--- src/rtl/axis_fifo_if.sv ---
// AXI-Stream link bundle shared by transmitter and receiver ends.
// Latency: none, wires only.
// Backpressure: tready from receiver to transmitter; tvalid holds until accepted.
interface AXIS_IF #(
    parameter int TDATA_WIDTH = 8,
    parameter int TUSER_WIDTH = 1,
    parameter int TID_WIDTH   = 1,
    parameter int TDEST_WIDTH = 1
);
    localparam int TKEEP_WIDTH = (TDATA_WIDTH + 7) / 8;

    logic                   tvalid;
    logic                   tready;
    logic [TDATA_WIDTH-1:0] tdata;
    logic [TKEEP_WIDTH-1:0] tkeep;
    logic [TKEEP_WIDTH-1:0] tstrb;
    logic                   tlast;
    logic [TUSER_WIDTH-1:0] tuser;
    logic [TID_WIDTH-1:0]   tid;
    logic [TDEST_WIDTH-1:0] tdest;
    logic                   twakeup;

    modport Transmitter (
        output tvalid, tdata, tkeep, tstrb, tlast, tuser, tid, tdest, twakeup,
        input  tready
    );

    modport Receiver (
        input  tvalid, tdata, tkeep, tstrb, tlast, tuser, tid, tdest, twakeup,
        output tready
    );
endinterface

--- src/rtl/axis_fifo.sv ---
// Single-clock AXI-Stream beat FIFO with optional whole-frame release.
// Latency: beat visible the cycle after its write (frame mode: after the frame's tlast write).
// Backpressure: s_axis.tready low when full; m_axis.tvalid held until accepted.
module axis_fifo #(
    parameter int DEPTH       = 16,
    parameter bit FRAME_MODE  = 1'b0,
    parameter int TDATA_WIDTH = 8,
    parameter int TUSER_WIDTH = 1
) (
    input  logic                     clk,
    input  logic                     rst_n,
    AXIS_IF.Receiver                 s_axis,
    AXIS_IF.Transmitter              m_axis,
    output logic [$clog2(DEPTH):0]   count,
    output logic                     full,
    output logic                     empty
);
    localparam int AW = $clog2(DEPTH);
    localparam int CW = AW + 1;
    localparam int KW = (TDATA_WIDTH + 7) / 8;

    localparam logic [AW-1:0] PTR_ONE = AW'(1);
    localparam logic [CW-1:0] CNT_ONE = CW'(1);

    typedef struct packed {
        logic [TDATA_WIDTH-1:0] tdata;
        logic [KW-1:0]          tkeep;
        logic                   tlast;
        logic [TUSER_WIDTH-1:0] tuser;
    } beat_t;

    // Parameter sanity: catch mis-sized instances at elaboration.
    if ((DEPTH < 2) || ((DEPTH & (DEPTH - 1)) != 0)) begin : g_bad_depth
        $error("axis_fifo: DEPTH must be a power of two and at least 2");
    end
    if (($bits(s_axis.tdata) != TDATA_WIDTH) || ($bits(m_axis.tdata) != TDATA_WIDTH)) begin : g_bad_tdata
        $error("axis_fifo: TDATA_WIDTH does not match attached interfaces");
    end
    if (($bits(s_axis.tuser) != TUSER_WIDTH) || ($bits(m_axis.tuser) != TUSER_WIDTH)) begin : g_bad_tuser
        $error("axis_fifo: TUSER_WIDTH does not match attached interfaces");
    end
    if (($bits(s_axis.tkeep) != KW) || ($bits(m_axis.tkeep) != KW)) begin : g_bad_tkeep
        $error("axis_fifo: tkeep width does not match TDATA_WIDTH");
    end

    beat_t          mem [DEPTH];
    logic [AW-1:0]  wr_ptr;
    logic [AW-1:0]  rd_ptr;
    logic           wr_en;
    logic           rd_en;
    logic           out_vld;
    beat_t          wr_beat;
    beat_t          rd_beat;

    // Sideband inputs we deliberately drop; folded here so they are visibly consumed.
    logic unused_sideband;
    assign unused_sideband = ^{s_axis.tstrb, s_axis.tid, s_axis.tdest, s_axis.twakeup};

    assign full  = (count == CW'(DEPTH));
    assign empty = (count == '0);

    assign s_axis.tready = rst_n && !full;
    assign wr_en         = s_axis.tvalid && s_axis.tready;
    assign rd_en         = m_axis.tvalid && m_axis.tready;

    assign wr_beat.tdata = s_axis.tdata;
    assign wr_beat.tkeep = s_axis.tkeep;
    assign wr_beat.tlast = s_axis.tlast;
    assign wr_beat.tuser = s_axis.tuser;

    // Output is read straight from the head entry; no output register.
    assign rd_beat = mem[rd_ptr];

    assign m_axis.tvalid  = rst_n && out_vld;
    assign m_axis.tdata   = rd_beat.tdata;
    assign m_axis.tkeep   = rd_beat.tkeep;
    assign m_axis.tstrb   = rd_beat.tkeep;
    assign m_axis.tlast   = rd_beat.tlast;
    assign m_axis.tuser   = rd_beat.tuser;
    assign m_axis.tid     = '0;
    assign m_axis.tdest   = '0;
    assign m_axis.twakeup = 1'b0;

    // Storage write; contents need no reset since occupancy is tracked by count.
    always_ff @(posedge clk) begin
        if (wr_en) begin
            mem[wr_ptr] <= wr_beat;
        end
    end

    // Pointer and occupancy tracking; pointers wrap naturally at DEPTH.
    always_ff @(posedge clk) begin
        if (!rst_n) begin
            wr_ptr <= '0;
            rd_ptr <= '0;
            count  <= '0;
        end else begin
            if (wr_en) begin
                wr_ptr <= wr_ptr + PTR_ONE;
            end
            if (rd_en) begin
                rd_ptr <= rd_ptr + PTR_ONE;
            end
            case ({wr_en, rd_en})
                2'b10:   count <= count + CNT_ONE;
                2'b01:   count <= count - CNT_ONE;
                default: count <= count;
            endcase
        end
    end

    if (FRAME_MODE) begin : g_frame
        logic [CW-1:0] frames;
        logic          frame_in;
        logic          frame_out;

        assign frame_in  = wr_en && s_axis.tlast;
        assign frame_out = rd_en && rd_beat.tlast;

        // Count of complete frames held; only a read can lower it, so tvalid never retracts.
        always_ff @(posedge clk) begin
            if (!rst_n) begin
                frames <= '0;
            end else begin
                case ({frame_in, frame_out})
                    2'b10:   frames <= frames + CNT_ONE;
                    2'b01:   frames <= frames - CNT_ONE;
                    default: frames <= frames;
                endcase
            end
        end

        // Full override lets frames larger than the FIFO stream out instead of deadlocking.
        assign out_vld = !empty && ((frames != '0) || full);
    end else begin : g_stream
        assign out_vld = !empty;
    end
endmodule

--- src/flat_wrapper.sv ---
// flat-port wrapper written by rule: the top's interface ports become plain ports
module axis_fifo_flat 
#(
    parameter int DEPTH       = 16,
    parameter bit FRAME_MODE  = 1'b0,
    parameter int TDATA_WIDTH = 8,
    parameter int TUSER_WIDTH = 1
)
  (clk, rst_n, count, full, empty, s_axis_tvalid, s_axis_tdata, s_axis_tkeep, s_axis_tstrb, s_axis_tlast, s_axis_tuser, s_axis_tid, s_axis_tdest, s_axis_twakeup, s_axis_tready, m_axis_tvalid, m_axis_tdata, m_axis_tkeep, m_axis_tstrb, m_axis_tlast, m_axis_tuser, m_axis_tid, m_axis_tdest, m_axis_twakeup, m_axis_tready);
  AXIS_IF #(.TDATA_WIDTH(TDATA_WIDTH), .TUSER_WIDTH(TUSER_WIDTH)) s_axis_i ();
  AXIS_IF #(.TDATA_WIDTH(TDATA_WIDTH), .TUSER_WIDTH(TUSER_WIDTH)) m_axis_i ();
  input  logic clk;
  input  logic rst_n;
  output logic [$clog2(DEPTH):0] count;
  output logic full;
  output logic empty;
  input wire logic [$bits(s_axis_i.tvalid)-1:0] s_axis_tvalid;
  input wire logic [$bits(s_axis_i.tdata)-1:0] s_axis_tdata;
  input wire logic [$bits(s_axis_i.tkeep)-1:0] s_axis_tkeep;
  input wire logic [$bits(s_axis_i.tstrb)-1:0] s_axis_tstrb;
  input wire logic [$bits(s_axis_i.tlast)-1:0] s_axis_tlast;
  input wire logic [$bits(s_axis_i.tuser)-1:0] s_axis_tuser;
  input wire logic [$bits(s_axis_i.tid)-1:0] s_axis_tid;
  input wire logic [$bits(s_axis_i.tdest)-1:0] s_axis_tdest;
  input wire logic [$bits(s_axis_i.twakeup)-1:0] s_axis_twakeup;
  output wire logic [$bits(s_axis_i.tready)-1:0] s_axis_tready;
  output wire logic [$bits(m_axis_i.tvalid)-1:0] m_axis_tvalid;
  output wire logic [$bits(m_axis_i.tdata)-1:0] m_axis_tdata;
  output wire logic [$bits(m_axis_i.tkeep)-1:0] m_axis_tkeep;
  output wire logic [$bits(m_axis_i.tstrb)-1:0] m_axis_tstrb;
  output wire logic [$bits(m_axis_i.tlast)-1:0] m_axis_tlast;
  output wire logic [$bits(m_axis_i.tuser)-1:0] m_axis_tuser;
  output wire logic [$bits(m_axis_i.tid)-1:0] m_axis_tid;
  output wire logic [$bits(m_axis_i.tdest)-1:0] m_axis_tdest;
  output wire logic [$bits(m_axis_i.twakeup)-1:0] m_axis_twakeup;
  input wire logic [$bits(m_axis_i.tready)-1:0] m_axis_tready;
  assign s_axis_i.tvalid = s_axis_tvalid;
  assign s_axis_i.tdata = s_axis_tdata;
  assign s_axis_i.tkeep = s_axis_tkeep;
  assign s_axis_i.tstrb = s_axis_tstrb;
  assign s_axis_i.tlast = s_axis_tlast;
  assign s_axis_i.tuser = s_axis_tuser;
  assign s_axis_i.tid = s_axis_tid;
  assign s_axis_i.tdest = s_axis_tdest;
  assign s_axis_i.twakeup = s_axis_twakeup;
  assign s_axis_tready = s_axis_i.tready;
  assign m_axis_tvalid = m_axis_i.tvalid;
  assign m_axis_tdata = m_axis_i.tdata;
  assign m_axis_tkeep = m_axis_i.tkeep;
  assign m_axis_tstrb = m_axis_i.tstrb;
  assign m_axis_tlast = m_axis_i.tlast;
  assign m_axis_tuser = m_axis_i.tuser;
  assign m_axis_tid = m_axis_i.tid;
  assign m_axis_tdest = m_axis_i.tdest;
  assign m_axis_twakeup = m_axis_i.twakeup;
  assign m_axis_i.tready = m_axis_tready;
  axis_fifo #(.DEPTH(DEPTH), .FRAME_MODE(FRAME_MODE), .TDATA_WIDTH(TDATA_WIDTH), .TUSER_WIDTH(TUSER_WIDTH)) u_core (.clk(clk), .rst_n(rst_n), .s_axis(s_axis_i), .m_axis(m_axis_i), .count(count), .full(full), .empty(empty));
endmodule
--- config.mk ---
export PLATFORM = sky130hd
export DESIGN_NAME = axis_fifo_flat
export DESIGN_NICKNAME = d
export VERILOG_FILES = /design/src/rtl/axis_fifo_if.sv /design/src/rtl/axis_fifo.sv /design/src/flat_wrapper.sv
export SDC_FILE = /design/constraint.sdc
export NUM_CORES = 1
export LEC_CHECK = 0
export ABC_AREA = 1
export CORE_MARGIN = 5
export CORE_UTILIZATION = 40
export DETAILED_ROUTE_END_ITERATION = 16
export SYNTH_ARGS = -nofsm -noshare
export SYNTH_HDL_FRONTEND = slang
export SYNTH_SLANG_ARGS = --single-unit
--- constraint.sdc ---
create_clock -name clk -period 2.4 [get_ports clk]
set_input_delay 0.36 -clock clk [delete_from_list [all_inputs] [get_ports clk]]
set_output_delay 0.36 -clock clk [all_outputs]
set_load 0.1 [all_outputs]
==> run summary <==
=========================================================================================
Result of the run                                                            finished, violations left
Failing checks                                                               setup timing
Family with the most delay on the worst path                                 buffers and inverters
Num CTS Buffers                                                                        17
Cells after Synth                                                                     614
Initial drt markers                                                                   256
Part of the power in the clock network                                              31.2%
Wirelength, routed                                                                18.5 mm
Headroom to the max-slew limit                                                      57.4%
Internal Dissipation                                                              6.18 mW
Number of top-level pins                                                               43
Die area                                                                      23,100 um^2
Part of the power in registers                                                      41.8%
Cell chosen for the clock root                                               sky130_fd_sc_hd__clkbuf_16
Share of the clock period used by the worst path after layout                        100%
Main synth FF type                                                           sky130_fd_sc_hd__edfxtp_1
Layout cells sized above 1                                                          19.2%
First drt pass iteration count                                                          5
Maximum number of pins on one net before global-route repair                           45
Netlist Area Pre-Place                                                          8060 um^2
Final Hold Violating Endpoints                                                          0
Post-synth cell types                                                                  31
Residual DRC count                                                                      0
# nets final                                                                          705
Skew-Pair Late Insertion Delay                                                    0.43 ns
Most frequent cells in the layout                                            176 x sky130_fd_sc_hd__edfxtp_1, 68 x sky130_fd_sc_hd__inv_1, 46 x sky130_fd_sc_hd__a21oi_1
CTS tree                                                                              yes
Critical path arrival                                                             2.04 ns
Startpoint of the lowest-slack hold path                                     u_core.rd_ptr[0]$_SDFFE_PN0P_
Residual antenna-violating net count after detailed routing                             0
Number of global-route vias before repair                                           5,111
Measured slew at the worst slew-check pin                                        0.637 ns
Half-perimeter wire length after detailed placement                               11.2 mm
Number of buffer and inverter stages on the critical path                               4
Post-layout min period                                                            2.40 ns
Number of antenna violations at the first check in global routing                       2
CP max stage cell                                                            sky130_fd_sc_hd__dfxtp_4
Core utilization of the finished layout                                             49.6%
Class of the most critical setup path                                             reg2out
Max-cap violation count                                                                 0
Proportion of register bits with asynchronous set or reset after synthesis             0%
Endpoint class of the critical path                                          primary output
Maximum VDD drop                                                                 0.453 mV
Number of enable-type register cells in the synthesized netlist                       176
Data required, critical path                                                      2.04 ns
Worst clock skew on the final layout                                           0.00686 ns
Largest stage delay on the critical path                                          0.36 ns
Post-placement worst setup slack                                                0.0251 ns
Hold slack                                                                       0.514 ns
Clock-pin slew of the registers on the worst-case setup and hold paths            0.07 ns
Most frequent standard cell in the layout excluding fill and tap cells       sky130_fd_sc_hd__edfxtp_1
Number of register bits inferred by synthesis                                         193
Floorplan die width                                                                152 um
Ratio of routed vias to standard cells                                               5.20
Vias                                                                                4,998
Die Y                                                                              152 um
Wire length of the first global-routing pass                                      28.8 mm
Depth of the CTS H-tree                                                                 4
Sinks on the clock net                                                                193
Signed area change from the synthesized netlist to the final layout                 23.4%
Class of the worst hold path                                                      reg2reg
Post-Syn Area per Cell                                                          13.1 um^2
Kind of start point of the critical path                                         register
Total net switching power                                                         2.96 mW
Number of setup violations in the final report                                          2
Net Sw Frac                                                                         32.4%
Number of warnings printed during yosys synthesis                                       0
Total congestion overflow                                                               0
Relative contribution of combinational cells to total power                         27.1%
Worst path cell trace                                                        buf_12 -> buf_16 -> buf_4 -> a21oi_2 -> o21ai_1 -> o211ai_1 -> o211ai_1 -> nand2_1 -> buf_12
Hold bufs inserted after CTS                                                            0
Number of port buffers                                                                 35
Min-Delay Path Depth                                                                    2
Setup slack of the critical path after layout                                 -0.00288 ns
Ratio of total power to cell area                                             918 nW/um^2
Post-DR wirelength/cell                                                           19.3 um
Floorplan core area                                                           20,000 um^2
Worst Reg-to-Reg Cells                                                                 14
GPL Wtd Cong                                                                        0.813
Total count of max-transition violations in the final report                            0
Worst R2R Setup Slack                                                             0.31 ns
Effective utilization at floorplan                                                  40.2%
Sequential element share of the synthesized area                                    69.8%
Source of the worst register-to-register timing path                         u_core.count[1]$_SDFFE_PN0P_
Maximum number of buffers from clock root to sink                                       2
Critical path peak fanout                                                               6
Unrepaired setup endpoints after global routing                                       yes
Achievable clock frequency                                                        416 MHz
Endpoint of the most critical register-to-register path                      u_core.count[3]$_SDFFE_PN0P_
Antenna cells                                                                           0
GRT Overall Usage                                                                   16.2%
Static leakage                                                                    3.51 nW
Site Rows                                                                              52
=========================================================================================
[flip-flops by register name, indices dropped and copies added (netlist names), named ones only]
name / count
u_core.mem: 176
u_core.wr_ptr: 4
u_core.count: 5
u_core.rd_ptr: 4
[area by class of cell]
| class | count | area, um^2 |
|---|---|---|
| fill | 1746 | 10100 |
| sequential | 193 | 5640 |
| multi-input combinational | 315 | 2000 |
| timing repair buffer | 82 | 1100 |
| clock buffer | 17 | 425 |
| tap | 270 | 338 |
| inverter | 70 | 267 |
| clock inverter | 15 | 170 |
[per-stage QoR]
step / total power, mW / area [um^2] / instances / setup TNS [ns]
global route: 9.50 / 9940 / 962 / -0.442
floorplan: 5.47 / 8070 / 616 / 0
CTS: 9.18 / 9880 / 960 / -0.176
detailed placement: 6.14 / 9030 / 916 / 0
finish: 9.13 / 9940 / 962 / -0.00302
global placement: 6.10 / 9030 / 916 / 0
[power groups by stage]
stage | clock, mW | combinational (mW) | sequential (mW)
finish | 2.85 | 2.47 | 3.81
global route | 3.06 | 2.62 | 3.82
CTS | 2.91 | 2.46 | 3.81
detailed placement | 0 | 2.25 | 3.90
global placement | 0 | 2.20 | 3.89
floorplan | 0 | 1.43 | 4.04
[kinds of logic after synthesis]
logic type	Yosys count	share of synthesized area, %
xor+xnor	5	0.544
simple gates	96	5.50
other cells	1	0.0466
compound gates	160	11.4
buf+inv	108	6.07
fa+ha+maj	7	1.09
mux	44	5.47
flops	193	69.8
[routing by layer]
metal	global-route usage [%]	share of wire [%]	up-vias
met5	0	0.12	-
met4	6.12	2.7	4
met3	3.90	5.0	40
met2	28.3	52	136
met1	19.4	40	2459
li1	-	-	2359
[how the worst max path moves through the flow]
stage                                       from                      endpoint  slack, ns  cells after the start
floorplan           u_core.count[0]$_SDFFE_PN0P_  u_core.count[2]$_SDFFE_PN0P_       0.05                     13
global placement                           rst_n  u_core.count[4]$_SDFFE_PN0P_       0.19                     13
detailed placement                         rst_n  u_core.count[3]$_SDFFE_PN0P_       0.03                     12
CTS                                     register               m_axis_tdata[6]      -0.04                      5
global route                            register               m_axis_tdata[5]      -0.09                      7
finish                                  register               m_axis_tdata[3]     -0.003                      9
[cell usage after synthesis (2+ instances only)]
master                     number  area (um^2)
sky130_fd_sc_hd__clkbuf_1      17         63.8
sky130_fd_sc_hd__buf_2          6         30.0
sky130_fd_sc_hd__nand3_2        2         20.0
sky130_fd_sc_hd__nor3_1         3         15.0
sky130_fd_sc_hd__o21ai_0       61          305
sky130_fd_sc_hd__nand3_1       23          115
sky130_fd_sc_hd__mux2i_1       44          440
sky130_fd_sc_hd__a21oi_1       53          265
sky130_fd_sc_hd__nor2_4         2         22.5
sky130_fd_sc_hd__edfxtp_1     176         5290
sky130_fd_sc_hd__xnor2_1        2         17.5
sky130_fd_sc_hd__inv_1         69          259
sky130_fd_sc_hd__dfxtp_1       17          340
sky130_fd_sc_hd__nand4_1        2         12.5
sky130_fd_sc_hd__nor2_2         2         12.5
sky130_fd_sc_hd__buf_6          7         78.8
sky130_fd_sc_hd__nand2_1       33          124
sky130_fd_sc_hd__o211ai_1      44          330
sky130_fd_sc_hd__nor2_1        26         97.6
sky130_fd_sc_hd__xor2_1         3         26.3
sky130_fd_sc_hd__ha_1           7         87.6
sky130_fd_sc_hd__buf_4          6         45.0
[repair_timing]
item,4_1_cts,5_1_grt
setup buffers,7,2
resized for setup,26,20
pin swaps,15,18
endpoints found under the setup margin,11,12
cloned,5,1
[worst reg2reg max path: cells and delay by family, from the launching register on]
family	cells	cell delay, ns
adder cells (fa/ha/maj)	1	0.21
AND/OR/NAND/NOR	10	1.14
buffers and inverters	3	0.27
flip-flops	1	0.36
(Power assumes the default switching activity.)
